<file path="src/rtl/key_led_ctrl.sv">
// Board key/LED controller: debounced key presses select an LED pattern mode and
// a step speed; a step tick drives off / on / blink / chase patterns.
module key_led_ctrl #(
  parameter int NUM_KEYS        = 2,
  parameter int NUM_LEDS        = 4,
  parameter int DEBOUNCE_CYCLES = 1000000,
  parameter int STEP_CYCLES     = 25000000,
  parameter int KEY_ACTIVE_LOW  = 1
) (
  input  logic                clk,
  input  logic                rst,
  input  logic [NUM_KEYS-1:0] key,
  output logic [NUM_LEDS-1:0] led,
  output logic [1:0]          mode,
  output logic [1:0]          speed,
  output logic [NUM_KEYS-1:0] press
);

  typedef enum logic [1:0] {
    MODE_OFF   = 2'd0,
    MODE_ON    = 2'd1,
    MODE_BLINK = 2'd2,
    MODE_CHASE = 2'd3
  } mode_t;

  localparam int DB_W   = $clog2(DEBOUNCE_CYCLES);
  localparam int STEP_W = $clog2(STEP_CYCLES);
  localparam logic [NUM_KEYS-1:0] RAW_RELEASED = (KEY_ACTIVE_LOW != 0) ? '1 : '0;
  localparam logic [DB_W-1:0]     DB_LAST      = DB_W'(DEBOUNCE_CYCLES - 1);
  localparam logic [NUM_LEDS-1:0] CHASE_START  = NUM_LEDS'(1);

  logic [NUM_KEYS-1:0] s1, s2, level, db, db_q;
  logic [DB_W-1:0]     db_cnt [NUM_KEYS];

  mode_t               mode_q;
  logic [1:0]          speed_q;
  logic [STEP_W-1:0]   step_cnt, step_last;
  logic                tick, speed_inc, blink_on;
  logic [NUM_LEDS-1:0] chase;

  // Normalise after synchronisation so 1 always means pressed.
  assign level = (KEY_ACTIVE_LOW != 0) ? ~s2 : s2;

  always_ff @(posedge clk) begin
    if (rst) begin
      s1    <= RAW_RELEASED;
      s2    <= RAW_RELEASED;
      db    <= '0;
      db_q  <= '0;
      press <= '0;
      for (int i = 0; i < NUM_KEYS; i++) db_cnt[i] <= '0;
    end else begin
      s1    <= key;
      s2    <= s1;
      db_q  <= db;
      press <= db & ~db_q;
      for (int i = 0; i < NUM_KEYS; i++) begin
        if (level[i] == db[i]) begin
          db_cnt[i] <= '0;
        end else if (db_cnt[i] == DB_LAST) begin
          db[i]     <= level[i];
          db_cnt[i] <= '0;
        end else begin
          db_cnt[i] <= db_cnt[i] + DB_W'(1);
        end
      end
    end
  end

  if (NUM_KEYS >= 2) begin : g_speed_key
    assign speed_inc = press[1];
  end else begin : g_no_speed_key
    assign speed_inc = 1'b0;
  end

  assign step_last = STEP_W'((STEP_CYCLES >> speed_q) - 1);
  assign tick      = (step_cnt == step_last);

  // A key-driven change restarts the step period; pattern state only
  // advances on ticks that are not coincident with such a change.
  always_ff @(posedge clk) begin
    if (rst) begin
      mode_q   <= MODE_OFF;
      speed_q  <= 2'd0;
      step_cnt <= '0;
      blink_on <= 1'b0;
      chase    <= CHASE_START;
      led      <= '0;
    end else begin
      if (press[0]) mode_q <= mode_t'(mode_q + 2'd1);
      if (speed_inc) speed_q <= speed_q + 2'd1;

      if (press[0] || speed_inc || tick) step_cnt <= '0;
      else step_cnt <= step_cnt + STEP_W'(1);

      if (press[0]) begin
        blink_on <= 1'b1;
        chase    <= CHASE_START;
      end else if (tick && !speed_inc) begin
        if (mode_q == MODE_BLINK) blink_on <= ~blink_on;
        if (mode_q == MODE_CHASE) chase <= {chase[NUM_LEDS-2:0], chase[NUM_LEDS-1]};
      end

      case (mode_q)
        MODE_OFF:   led <= '0;
        MODE_ON:    led <= '1;
        MODE_BLINK: led <= {NUM_LEDS{blink_on}};
        MODE_CHASE: led <= chase;
        default:    led <= '0;
      endcase
    end
  end

  assign mode  = mode_q;
  assign speed = speed_q;

endmodule
</file>
<file path="config.mk">
export PLATFORM = sky130hd
export DESIGN_NAME = key_led_ctrl
export DESIGN_NICKNAME = d
export VERILOG_FILES = /design/src/rtl/key_led_ctrl.sv
export SDC_FILE = /design/constraint.sdc
export NUM_CORES = 1
export LEC_CHECK = 0
export CORE_ASPECT_RATIO = 1.5
export CORE_UTILIZATION = 40
export CTS_BUF_LIST = sky130_fd_sc_hd__clkbuf_2 sky130_fd_sc_hd__clkbuf_4 sky130_fd_sc_hd__clkbuf_8
export DETAILED_ROUTE_END_ITERATION = 8
export SETUP_SLACK_MARGIN = 0.3
export SYNTH_ARGS = -nofsm -noshare
export SYNTH_HDL_FRONTEND = slang
export SYNTH_SLANG_ARGS = --single-unit
</file>
<file path="constraint.sdc">
create_clock -name clk -period 2.8 [get_ports clk]
set_input_delay 0.7 -clock clk [delete_from_list [all_inputs] [get_ports clk]]
set_output_delay 0.7 -clock clk [all_outputs]
set_load 0.005 [all_outputs]
</file>
* Yosys cells after proc, flatten, opt, wreduce, memory -nomap -nowiden
Memories as Yosys holds them, arrays and structs flattened.
Index checks and enable logic that the tools add are counted.
** Word-level totals
- Memory bits (writable) :: 40
- Output and inout port bits :: 10
- Memories kept :: 1
- Bits in registers :: 48
- Bits of input ports :: 4
- Logic and storage cells :: 87
** Cells by class
- Shifts and indexed selects :: 1
- Equal/unequal tests :: 8
- Bitwise gates (word level) :: 12
- Add/sub/neg operators :: 6
- Reductions and logical operators :: 13
- Muxes and demuxes :: 34
** Memories
- db_cnt :: words 2, width 20, read ports 2, clocked after Yosys merged registers in 0, wr ports 2, RTL line 33 : logic [DB_W-1:0] db_cnt [NUM_KEYS];
** Operators with widths (number)
- $mux W20 :: 6
- $add A20 B1 Y20 const B :: 2
- $eq A20 B20 Y1 const B :: 2
- $mux W1 :: 27
- $add A25 B1 Y25 const B :: 1
- $eq A25 B25 Y1 :: 1
- $shr A25 B2 Y25 const A :: 1
- $sub A25 B2 Y25 const B :: 1
- $pmux W4 S4 :: 1
- $reduce_and A2 Y1 :: 4
- $or A1 B1 Y1 :: 6
- $add A2 B1 Y2 const B :: 2
- $eq A2 B2 Y1 const B :: 2
- $not A2 Y2 :: 2
- $reduce_bool A2 Y1 :: 2
- $reduce_or A2 Y1 :: 2
- $not A1 Y1 :: 3
- $and A2 B2 Y2 :: 1
- $eq A1 B1 Y1 :: 2
- $eq A2 B1 Y1 const B :: 1
- $logic_not A2 Y1 :: 1
- $logic_or A1 B1 Y1 :: 2
- $logic_and A1 B1 Y1 :: 1
- $logic_not A1 Y1 :: 1

* Depth between registers and ports, before layout
- Depth after elaboration :: 8
- Mapped depth :: 11
- Depth with buffers taken out :: 10

* Worst setup path after synthesis
OpenSTA, ideal clock, no wires.
- Path kind :: reg-to-reg
- Start point :: register speed_q[0] (netlist: speed[0])
- End point :: register chase[1]
- Path buffers :: 0
- Cell stages (with the launch flop) :: 11
- Library setup time :: 0.131 ns
- Arrival time :: 2.013 ns
- Period minus slack after synthesis :: 2.144 ns
- Data required time :: 2.669 ns
- Setup slack :: 0.656 ns
- Cell sequence :: dfxtp_1 -> inv_1 -> ha_1 -> inv_1 -> ha_1 -> xor2_1 -> nand4_1 -> nor4_2 -> nand4_2 -> mux2i_1 -> nor3_1
** Between the ends
- Longest elaborated chain between the ends :: 5
** RTL lines
- start: declaration :: RTL line 36 : logic [1:0] speed_q;
- start signal: assignment :: RTL line 91 : if (speed_inc) speed_q <= speed_q + 2'd1;
- $shr A25 B2 Y25 :: RTL line 76 : assign step_last = STEP_W'((STEP_CYCLES >> speed_q) - 1);
- $sub A25 B2 Y25 :: RTL line 76
- $eq A25 B25 Y1 :: RTL line 77 : assign tick = (step_cnt == step_last);
- $logic_and A1 B1 Y1 :: RTL line 99 : end else if (tick && !speed_inc) begin
- $reduce_and A2 Y1 (no line)
- end signal: assignment :: RTL line 101 : if (mode_q == MODE_CHASE) chase <= {chase[NUM_LEDS-2:0], chase[NUM_LEDS-1]};
- end: declaration :: RTL line 39 : logic [NUM_LEDS-1:0] chase;
No other way between the ends.
A chain may end at the register's enable or synchronous reset.

* Worst setup path after layout
- Start point :: register speed_q[1] (netlist: speed[1])
- End point :: register chase[2]
Same word-level chain as after synthesis.

==> key figures <==
Timing
  – Tmin final: 2.33 ns
  – Setup total negative slack: 0 ns
  – RSZ-0062 raised after global routing: yes
  – Number of slew-limit violations in the final report: 0
  – Normalized max-slew margin: 64.1%
  – Final Setup Violations: 0
  – Maximum clock frequency: 429 MHz
  – Worst-margin pin slew: 0.534 ns
  – Post-Route Hold Slack: roughly 0.39 ns
  – Final-report hold violation count: 0
  – Period Utilization, post-route: 83.2%
  – Max Clock Skew: 0.0100 ns

Pwr
  – Static Leakage: 1.84 nW
  – Power per cell area: 511 nW/um2
  – Post-layout power: about 2.5 mW
  – Peak supply drop: 0.220 mV

Global route
  – Initial antenna violation count: 0
  – First-pass GRT wire length: between 10000 and 15000 um
  – Via count of the first global-routing pass: approximately 3.0k
  – Pin count of the biggest net entering global routing: 25
  – GRT Overall Usage: between 10% and 20%
  – Overflow left after global routing: 0

Floorplan
  – Die ar.: 11200 um2
  – Vertical die dimension: roughly 130 um
  – Width of the chip: 86.7 um
  – Core outline area: roughly 11000 um2
  – Number of ports placed on the die boundary: 14
  – Number of placement rows: 46
  – Starting density of the core: 40.9%

CTS
  – Clock latency of the later-clocked register in the worst-skew pair: 0.37 ns
  – Post-CTS setup-driven buffer insertion count: 0
  – Total CTS buffers: 9
  – Num Clock Sinks: 88
  – Number of hold buffers added after cts: 0
  – TritonCTS clock tree: built
  – Number of buffers on the longest clock path: 2
  – Cell at the root of the clock tree: clkbuf_8
  – Post-CTS clock slew at the launch and capture registers of the worst setup and hold paths: about 0.090 ns
  – H-Tree Level Count: 3

Cells and area
  – Number of antenna diodes: 0
  – Fraction of final layout cells sized beyond drive strength 1: 7.11%
  – Fillers: ~1k
  – Final nets: 503
  – Area added between synthesis and finish: 15.6%
  – Cell Count, Final, Fillers Out: 636

Yosys
  – Number of flip-flops and latches in the synthesized netlist: 88
  – Area fraction of the dominant cell type after synthesis: 27.9%
  – Number of enable-type register cells in the synthesized netlist: 40
  – Distinct cells, synth: 45
  – Biggest area contributors in the synthesized netlist: edfxtp_1, dfxtp_1, xor2_1, nor2_1, xnor2_1
  – Syn Inst Count: 431
  – Syn_area_per_cell: 10.0 um2
  – Yosys warning total: 0
  – Area of the mapped netlist: 4310 um2
  – Share of synthesized registers carrying an async set or reset: 0%
  – Register area share after synthesis: 50.2%
  – Cell types with the highest counts after synthesis: nor2_1, dfxtp_1, edfxtp_1
  – Most used standard cell by instance count after synthesis: nor2_1
  – Yosys top cell by area: edfxtp_1
  – Leading register cell type out of synthesis: dfxtp_1

Placed design
  – Number of instances in the placed design: between 600 and 700
  – Count of input and output buffers: 13
  – Final weighted congestion in routability-driven placement: between 0.7 and 0.8
  – HPWL after detailed placement: 5690 um

Routing
  – DRC Markers: 0
  – Routed vias: 3024
  – Detailed Route WL: 7810 um
  – Antenna Violating Nets Remaining: 0
  – Detailed-routing iteration count for the pre-antenna-repair pass: 4
  – Mean number of vias per cell: between 4 and 5
  – Initial drt markers: 84
  – Per-cell routed wire length: between 10 and 15 um

Critical path
  – Critical Path Sink Type: flip-flop
  – Class of the most critical setup path: flip-flop to flip-flop
  – Worst EP arrival: 2.58 ns
  – CP startpoint kind: flip-flop
  – Worst Path Required: 3.05 ns
  – R2R depth: 9
  – Max Fanout on Critical Path: 6

Min path
  – Min-Delay Path Depth: 1
  – Class of the most critical hold timing path: flip-flop to flip-flop

Flow run
  – Max_cap viols: 0

Run status
  – Run status: completed
==> cells in the final DEF (no fill, tap or decap), types with 8 or more instances in the layout <==
cell	Yosys	final
a21oi_1	12	12
and3_1	11	11
and4_1	8	8
clkbuf_8	0	9
clkdlybuf4s50_1	0	13
conb_1	1	40
dfxtp_1	48	47
edfxtp_1	40	40
ha_1	12	12
inv_1	11	11
nand2_1	29	29
nand3_1	28	28
nand4_1	8	8
nor2_1	80	80
nor2b_1	9	9
xnor2_1	30	30
xor2_1	38	38
==> critical path: stages, from the launching register on <==
cell and delay [ns]:
dfxtp_1 0.47, ha_1 0.28, inv_1 0.07, ha_1 0.30
xor2_1 0.13, nand4_1 0.17, nor4_4 0.25, nand4_2 0.27
mux2i_1 0.21, nor3_1 0.06
==> worst paths after layout <==
path	startpoint	to	slack, ns
min	db_q[0]	press[0]	0.39
min reg2reg	db_q[0]	press[0]	0.39
max reg2reg	speed[1]	chase[2]	0.47
max	speed[1]	chase[2]	0.47
==> timing repair <==
action / CTS / global route
endpoints found under the setup margin: 24 / 30
gates resized for setup: 1 / 2
pin swaps: 0 / 1
==> layer usage <==
layer	up-vias	GRT usage, %	wire, um
met2	25	28.3	4100
met1	1432	16.6	3380
met5	-	0	0
met3	15	1.97	106
li1	1552	-	-
met4	0	9.22	230
==> cell families after synthesis <==
| family | after synthesis | synth area share [%] |
|---|---|---|
| AOI/OAI and AO/OA | 23 | 3.02 |
| xor gates and xnor gates | 68 | 13.8 |
| adders and majority gates | 12 | 3.48 |
| buffers and inverters | 21 | 2.44 |
| DFF | 88 | 50.2 |
| muxes | 6 | 1.42 |
| other | 1 | 0.0870 |
| and+or+nand+nor | 212 | 25.6 |
==> power by group <==
part / internal [mW] / switching, mW / leakage [nW]
sequential: 1.37 / 0.0322 / 0.801
combinational: 0.0304 / 0.0431 / 0.921
clock: 0.595 / 0.471 / 0.120
total: 2.00 / 0.547 / 1.84
==> layout make-up <==
class | instances | area, um2 | area share, %
tap | 144 | 180 | 3.62
timing repair buffer | 16 | 153 | 3.06
inverter | 11 | 41.3 | 0.829
multi-input combinational | 361 | 2200 | 44.2
clock inverter | 7 | 118 | 2.36
sequential | 88 | 2160 | 43.4
clock buffer | 9 | 124 | 2.49
==> flip-flops by register name (all words and copies together) (netlist names) <==
signal and flops:
led 4, s1 2, blink_on 1, db_q 2
chase 4, db 2, speed 2, mode 2
db_cnt 40, press 2, step_cnt 25, s2 2
==> through the flow <==
stage	setup WS [ns]	utilization, %	cell area, um2
2_1_floorplan	0.656	-	4460
3_3_place_gp	0.402	44.9	4720
3_5_place_dp	0.265	44.9	4720
4_1_cts	0.341	47.2	4970
5_1_grt	0.232	47.3	4980
6_report	0.471	47.3	4980
No activity file was read; power rests on OpenSTA's default activity.
